--- src/rtl/mdom_scdb_hdr_builder.sv ---
// mdom_scdb_hdr_builder
// Builds the 111-bit scdb header bundle for one waveform-buffer channel.
// Open-time metadata (ltc, start address, trigger info) is latched on
// trig_start; the stop address and baseline-sum fields are taken on close.
// Records longer than MAX_SAMPLES are split into a partial record followed
// by continuation records. Closed headers enter a 2-entry valid/ready queue.
// Ports:
//   clk, rst                 clock, synchronous active-high reset
//   trig_start, trig_end     record open / close pulses
//   ltc, wr_addr             time counter and buffer write address
//   *_in                     header metadata inputs
//   hdr_bundle, hdr_valid    queue head (registered)
//   hdr_ready                consumer accept
//   busy                     record open
//   drop_cnt                 saturating count of headers lost to a full queue
module mdom_scdb_hdr_builder #(
   parameter int unsigned MAX_SAMPLES = 256
) (
   input  logic          clk,
   input  logic          rst,
   input  logic          trig_start,
   input  logic          trig_end,
   input  logic [48:0]   ltc,
   input  logic [10:0]   wr_addr,
   input  logic [1:0]    trig_src_in,
   input  logic          cnst_run_in,
   input  logic [4:0]    pre_conf_in,
   input  logic          sync_rdy_in,
   input  logic          local_coinc_in,
   input  logic [4:0]    channel_idx_in,
   input  logic [18:0]   bsum_in,
   input  logic [2:0]    bsum_len_sel_in,
   input  logic          bsum_valid_in,
   output logic [110:0]  hdr_bundle,
   output logic          hdr_valid,
   input  logic          hdr_ready,
   output logic          busy,
   output logic [15:0]   drop_cnt
);

   localparam int unsigned HDR_W  = 111;
   localparam int unsigned LTC_W  = 49;
   localparam int unsigned ADDR_W = 11;
   localparam int unsigned CNT_W  = 12;
   localparam int unsigned DROP_W = 16;

   localparam logic [0:0] ST_IDLE = 1'b0;
   localparam logic [0:0] ST_OPEN = 1'b1;

   // cnt_q counts samples already taken before the current cycle, so the
   // current cycle is the last sample of a record when cnt_q == MAX_SAMPLES-1.
   localparam logic [CNT_W-1:0]  SPLIT_AT = CNT_W'(MAX_SAMPLES - 1);
   localparam logic [LTC_W-1:0]  LTC_STEP = LTC_W'(MAX_SAMPLES);
   localparam logic [DROP_W-1:0] DROP_MAX = {DROP_W{1'b1}};

   logic [0:0]        state_q, state_d;
   logic [CNT_W-1:0]  cnt_q, cnt_d;
   logic [LTC_W-1:0]  ltc_q, ltc_d;
   logic [ADDR_W-1:0] start_q, start_d;
   logic [1:0]        trig_src_q, trig_src_d;
   logic              cnst_run_q, cnst_run_d;
   logic [4:0]        pre_conf_q, pre_conf_d;
   logic              sync_rdy_q, sync_rdy_d;
   logic              local_coinc_q, local_coinc_d;
   logic [4:0]        channel_idx_q, channel_idx_d;
   logic              cont_q, cont_d;

   logic [HDR_W-1:0]  q0_q, q0_d, q1_q, q1_d;
   logic              v0_q, v0_d, v1_q, v1_d;
   logic [DROP_W-1:0] drop_cnt_q, drop_cnt_d;

   logic              close_c, partial_c, pop_c, push_c, drop_c;
   logic [HDR_W-1:0]  hdr_new_c;

   // Record FSM: open, count samples, close on trig_end or forced split.
   always_comb begin
      state_d       = state_q;
      cnt_d         = cnt_q;
      ltc_d         = ltc_q;
      start_d       = start_q;
      trig_src_d    = trig_src_q;
      cnst_run_d    = cnst_run_q;
      pre_conf_d    = pre_conf_q;
      sync_rdy_d    = sync_rdy_q;
      local_coinc_d = local_coinc_q;
      channel_idx_d = channel_idx_q;
      cont_d        = cont_q;
      close_c       = 1'b0;
      partial_c     = 1'b0;
      case (state_q)
         ST_IDLE: begin
            if (trig_start) begin
               state_d       = ST_OPEN;
               ltc_d         = ltc;
               start_d       = wr_addr;
               trig_src_d    = trig_src_in;
               cnst_run_d    = cnst_run_in;
               pre_conf_d    = pre_conf_in;
               sync_rdy_d    = sync_rdy_in;
               local_coinc_d = local_coinc_in;
               channel_idx_d = channel_idx_in;
               cont_d        = 1'b0;
               cnt_d         = CNT_W'(1);
            end
         end
         ST_OPEN: begin
            cnt_d = cnt_q + CNT_W'(1);
            if (trig_end) begin
               close_c = 1'b1;
               state_d = ST_IDLE;
            end else if (cnt_q == SPLIT_AT) begin
               // Continuation starts on the next sample; none taken yet.
               close_c   = 1'b1;
               partial_c = 1'b1;
               start_d   = wr_addr + ADDR_W'(1);
               ltc_d     = ltc_q + LTC_STEP;
               cont_d    = 1'b1;
               cnt_d     = '0;
            end
         end
         default: state_d = ST_IDLE;
      endcase
   end

   // Header assembled from latched open-time fields plus close-time inputs.
   always_comb begin
      hdr_new_c = {channel_idx_q, cont_q, partial_c, local_coinc_q,
                   bsum_valid_in, bsum_len_sel_in, bsum_in, sync_rdy_q,
                   pre_conf_q, cnst_run_q, trig_src_q, wr_addr, start_q,
                   ltc_q};
   end

   // 2-entry output queue; q0 is the head. A pop frees a slot for a same-cycle push.
   always_comb begin
      q0_d       = q0_q;
      q1_d       = q1_q;
      v0_d       = v0_q;
      v1_d       = v1_q;
      drop_cnt_d = drop_cnt_q;
      pop_c      = v0_q & hdr_ready;
      push_c     = close_c & (~v1_q | pop_c);
      drop_c     = close_c & v1_q & ~pop_c;
      if (pop_c) begin
         q0_d = q1_q;
         v0_d = v1_q;
         v1_d = 1'b0;
      end
      if (push_c) begin
         if (!v0_d) begin
            q0_d = hdr_new_c;
            v0_d = 1'b1;
         end else begin
            q1_d = hdr_new_c;
            v1_d = 1'b1;
         end
      end
      if (drop_c && (drop_cnt_q != DROP_MAX)) begin
         drop_cnt_d = drop_cnt_q + DROP_W'(1);
      end
   end

   always_ff @(posedge clk) begin
      if (rst) begin
         state_q       <= ST_IDLE;
         cnt_q         <= '0;
         ltc_q         <= '0;
         start_q       <= '0;
         trig_src_q    <= '0;
         cnst_run_q    <= 1'b0;
         pre_conf_q    <= '0;
         sync_rdy_q    <= 1'b0;
         local_coinc_q <= 1'b0;
         channel_idx_q <= '0;
         cont_q        <= 1'b0;
         q0_q          <= '0;
         q1_q          <= '0;
         v0_q          <= 1'b0;
         v1_q          <= 1'b0;
         drop_cnt_q    <= '0;
      end else begin
         state_q       <= state_d;
         cnt_q         <= cnt_d;
         ltc_q         <= ltc_d;
         start_q       <= start_d;
         trig_src_q    <= trig_src_d;
         cnst_run_q    <= cnst_run_d;
         pre_conf_q    <= pre_conf_d;
         sync_rdy_q    <= sync_rdy_d;
         local_coinc_q <= local_coinc_d;
         channel_idx_q <= channel_idx_d;
         cont_q        <= cont_d;
         q0_q          <= q0_d;
         q1_q          <= q1_d;
         v0_q          <= v0_d;
         v1_q          <= v1_d;
         drop_cnt_q    <= drop_cnt_d;
      end
   end

   assign hdr_bundle = q0_q;
   assign hdr_valid  = v0_q;
   assign busy       = (state_q == ST_OPEN);
   assign drop_cnt   = drop_cnt_q;

endmodule
--- config.mk ---
export PLATFORM = sky130hd
export DESIGN_NAME = mdom_scdb_hdr_builder
export DESIGN_NICKNAME = d
export VERILOG_FILES = /design/src/rtl/mdom_scdb_hdr_builder.sv
export SDC_FILE = /design/constraint.sdc
export NUM_CORES = 1
export LEC_CHECK = 0
export ABC_AREA = 1
export BUFFER_PORTS_ARGS = -buffer_cell sky130_fd_sc_hd__buf_4
export CORE_ASPECT_RATIO = 1.1
export CORE_MARGIN = 3
export CORE_UTILIZATION = 35
export DETAILED_ROUTE_END_ITERATION = 10
export PLACE_DENSITY_LB_ADDON = 0.1
export SETUP_SLACK_MARGIN = 0.02
export SYNTH_ARGS = -nofsm -noshare
export SYNTH_HDL_FRONTEND = slang
export SYNTH_SLANG_ARGS = --single-unit
export TNS_END_PERCENT = 20
--- constraint.sdc ---
create_clock -name clk -period 2.6 [get_ports clk]
set_clock_uncertainty 0.15 [all_clocks]
set_input_delay 0.39 -clock clk [delete_from_list [all_inputs] [get_ports clk]]
set_output_delay 0.39 -clock clk [all_outputs]
set_load 0.02 [all_outputs]
Word level (Yosys, flattened, before mapping)
Cells that the tools add are included.
{"block": "totals", "ff_bits": 329, "input_bits": 103}
{"block": "classes", "n_addsub": 4, "eq_ne": 5, "mux": 32, "n_bitwise": 8, "n_reduce_logical": 4}
{"operator": "$mux 111", "count": 3}
{"operator": "$mux 49", "count": 3}
{"operator": "$pmux 49 s2", "count": 1}
{"operator": "$add 49x9->49 const B", "count": 1}
{"operator": "$mux 12", "count": 3}
{"operator": "$mux 11", "count": 3}
{"operator": "$pmux 12 s2", "count": 1}
{"operator": "$pmux 11 s2", "count": 1}
{"operator": "$add 16x1->16 const B", "count": 1}
{"operator": "$ne 16x16->1 const B", "count": 1}
{"operator": "$mux 1", "count": 15}
{"operator": "$add 12x1->12 const B", "count": 1}
{"operator": "$eq 12x8->1 const B", "count": 1}
{"operator": "$add 11x1->11 const B", "count": 1}
{"operator": "$and 1x1->1", "count": 4}
{"operator": "$ne 2x2->1 const B", "count": 2}
{"operator": "$pmux 1 s2", "count": 2}
{"operator": "$reduce_and 2->1", "count": 2}
{"operator": "$not 1->1", "count": 3}
{"operator": "$reduce_and 3->1", "count": 1}
{"operator": "$ne 2x1->1 const B", "count": 1}
{"operator": "$logic_and 1x1->1", "count": 1}
{"operator": "$or 1x1->1", "count": 1}

Depth between registers and ports, before layout
{"block": "depth", "ltp_word": 7, "mapped_depth": 13, "mapped_depth_nobuf": 11}

Worst setup path after synthesis
OpenSTA, ideal clock, no wires.
{"block": "synth_timing", "path_kind": "reg-to-reg", "startpoint": "register drop_cnt_q[0] (netlist: drop_cnt[0])", "endpoint": "register drop_cnt_q[14] (netlist: drop_cnt[14])", "arrival_ns": 1.827, "required_ns": 2.380, "slack_ns": 0.553, "stages_incl_launch_ff": 9, "path_buffers": 1, "synth_period_minus_slack_ns": 2.047, "path_cell_list": "dfxtp_1 ha_1 nand2_1 nor2_1 nand4_2 nand3_2 buf_4 nand2_1 a21oi_1"}
{"block": "synth_via", "elab_chain_len": 2, "elab_cells_between_ends": 3}
{"item": "start, declared", "line": "70", "source": "logic [DROP_W-1:0] drop_cnt_q, drop_cnt_d;"}
{"item": "start signal, assigned", "line": "196", "source": "drop_cnt_q <= drop_cnt_d;"}
{"item": "branches (longest 2 deep; another with $add 16x1->16)"}
Parallel ways; which one is timed is not known.
A chain may end at the register's enable or synchronous reset.

Worst setup path in the final report
{"block": "layout_timing", "startpoint": "register cnt_q[0]", "endpoint": "register drop_cnt_q[9] (netlist: drop_cnt[9])"}
{"block": "layout_via", "elab_chain_len": 7}
{"item": "start, declared", "line": "57", "source": "logic [CNT_W-1:0] cnt_q, cnt_d;"}
{"item": "start signal, assigned", "line": "182", "source": "cnt_q <= cnt_d;"}
{"item": "$eq 12x8->1", "line": "111", "source": "end else if (cnt_q == SPLIT_AT) begin"}
{"item": "$mux 1", "line": "111"}
{"item": "$mux 1", "line": "108", "source": "if (trig_end) begin"}
{"item": "$mux 1", "line": "90", "source": "case (state_q)"}
{"item": "$and 1x1->1 (2 in series)", "line": "142", "source": "drop_c = close_c & v1_q & ~pop_c;"}
{"item": "$logic_and 1x1->1", "line": "157", "source": "if (drop_c && (drop_cnt_q != DROP_MAX)) begin"}
No other way between the ends.

==> results.json <==
{
  "grt_max_degree": 149,
  "fin_area_um2": 20000,
  "hpwl_um": 33800,
  "fp.dieH_um": 228,
  "start_kind": "flop",
  "critPathMaxFanout": 17,
  "ys.warnings.count": 0,
  "cts_sinks": 329,
  "drc_errors": 0,
  "wl_per_cell_um": 16.8,
  "final.min_clock_period_ns": 2.32,
  "maxSlewHeadroom_pct": 31.6,
  "ys_seq_area_share_pct": 42.1,
  "routed_via_density": 5.10,
  "synthFlopType": "dfxtp_1",
  "cts_max_path_buffers": 3,
  "ys_ff_latch": 329,
  "fin_util_pct": 45.7,
  "drt_iter0_drc": 996,
  "num_vias": 16200,
  "antenna_found_initial": 1,
  "nFillCells": 4445,
  "synthesis.nets": 2454,
  "cts_tree": "done",
  "cp.arrival_ns": 2.58,
  "die_x_um": 208,
  "post-place-cells": 3032,
  "synth_area_um2": 15700,
  "drt-total-wl_um": 53500,
  "fp-row-count": 80,
  "core_um2": 43700,
  "rsz0062_at_grt": "no",
  "async_flop_share_pct": 0,
  "io_buffers": 231,
  "grt.total_usage_pct": 21.9,
  "clkLatencyLatePin_ns": 0.56,
  "finalNetCount": 2684,
  "overflow": 0,
  "max_freq_mhz": 432,
  "synth_edf_count": 0,
  "p_per_area_nw_per_um2": 632,
  "n_antenna_cell": 0,
  "tightest_slew_ns": 1.02,
  "grt_pass1_wl_um": 86500,
  "crit_path_end_kind": "flop",
  "timing.setup.tns_ns": 0,
  "avgSynthCellArea_um2": 6.67,
  "layout-drive-gt1-share_pct": 14.3,
  "h-tree-depth": 2,
  "maxCapViolCount": 0,
  "area_delta_synth_final_pct": 27.6,
  "root_buffer": "clkbuf_16",
  "hold_path.class": "primary input to flop",
  "synth_cell_types": 39,
  "gp_congestion": 0.854,
  "fin_crit_sh_pct": 89.1,
  "leakage_nw": 8.47,
  "finalMaxSlewViolations": 0,
  "hold_viol": 0,
  "cts-resized-gates": 0,
  "critical_path_class": "flop to flop",
  "required_ns": 2.86,
  "final_common_cell": "nand2_1",
  "cts_setup_buffers": 0,
  "cts_buffers": 39,
  "cts.clk_slew.worst_paths_ns": 0.06,
  "drt_pass1_iterations": 5,
  "setup_violations": 0,
  "p_total_mw": 12.6,
  "outcome": "complete, no violations",
  "io_pins": 232,
  "initial_core_util_pct": 35.8,
  "synth_cells": 2347,
  "postRouteAntennaNets": 0,
  "grt_pass1_vias": 15400,
  "peakVddDrop_uv": 331,
  "final_cells": 3180,
  "post_dp_cell_area_um2": 17900,
  "layout.cells.most_common_list": "651 x nand2_1, 371 x nor2_1, 363 x nand3_1, 327 x dfxtp_1, 261 x buf_4",
  "die-area_um2": 47300
}
[cells in the mapped netlist (5+ instances only)]
cell type | instances | share of area [%]
nand4_1 | 32 | 1.3
nor2_1 | 371 | 8.9
buf_1 | 7 | 0.17
o21bai_1 | 5 | 0.24
buf_6 | 14 | 1.0
inv_1 | 80 | 1.9
clkbuf_1 | 105 | 2.5
dfxtp_1 | 329 | 42
nand3b_1 | 5 | 0.24
buf_2 | 36 | 1.2
nor3_1 | 14 | 0.45
nand3_1 | 364 | 12
o21ai_0 | 66 | 2.1
nand2_1 | 652 | 16
mux2_2 | 15 | 1.1
a21oi_1 | 168 | 5.4
o21ai_1 | 8 | 0.26
xnor2_1 | 11 | 0.62
xor2_1 | 21 | 1.2
a22oi_1 | 9 | 0.43
[worst paths after layout]
check | slack, ns | to | start | cells after the start
setup / recovery | 0.28 | drop_cnt[9] | cnt_q[0] | 11
hold / removal | 0.03 | ltc_q[39] | ltc[39] | 3
setup reg to reg | 0.28 | drop_cnt[9] | cnt_q[0] | 11
hold reg to reg | 0.32 | q1_q[82] | q1_q[82] | 2
[where the power goes]
part	total (mW)	internal [mW]	switching [mW]
Sequential	5.45	5.25	0.199
Combinational	1.56	0.618	0.938
Clock	5.63	3.36	2.27
[timing repair]
item,in CTS,in global routing
hold endpoints to repair,108,0
hold buffers,78,0
setup endpoints to repair,0,0
[metal layers]
layer	global-route usage (%)	vias to the layer above	part of all wire, %
met3	3.27	66	5.6
met1	29.6	7588	46
met2	36.8	455	47
met4	5.92	2	2.1
li1	-	8105	-
met5	0	-	0.022
[cell type report]
type                            count  area, um2  area share, %
Sequential cell                   329       6590           33.0
Inverter                           85        327           1.63
Timing Repair Buffer              353       3020           15.1
Tap cell                          574        718           3.59
Clock inverter                      9       80.1          0.401
Multi-Input combinational cell   1769       8010           40.1
Clock buffer                       61       1230           6.17
[critical path, cell delays in order, from the launching register on]
cell     delay (ns)
dfxtp_1        0.37
ha_1           0.19
nand2_1        0.09
nor2_2         0.14
nand2_2        0.11
nor2_4         0.11
nand2_2        0.07
nand2_4        0.13
buf_4          0.24
nand3_2        0.33
nand2_1        0.17
a21oi_1        0.07
[through the flow]
step / hold slack (ns) / setup slack [ns]
after floorplan: 0.292 / 0.553
after global placement: 0.300 / 0.351
after detailed placement: 0.306 / 0.296
after CTS: 0.00251 / 0.294
after global routing: 0.0477 / 0.0494
final: 0.0334 / 0.283
[sequential cells by signal (all words and copies together) (netlist names), 5 cells and up]
signal / cells
pre_conf_q: 5
q1_q: 111
ltc_q: 49
start_q: 11
cnt_q: 12
hdr_bundle: 111
channel_idx_q: 5
drop_cnt: 16
[kinds of logic (layout without fill, tap and decap cells)]
family,count (synthesis),in the layout,share of synthesized area [%]
buf+inv,249,508,6.98
fa+ha+maj,4,4,0.320
compound gates,262,262,8.67
flops,329,329,42.1
xor+xnor,32,32,1.79
mux,19,19,1.33
simple gates,1452,1452,38.9
No activity file was read; power rests on OpenSTA's default activity.
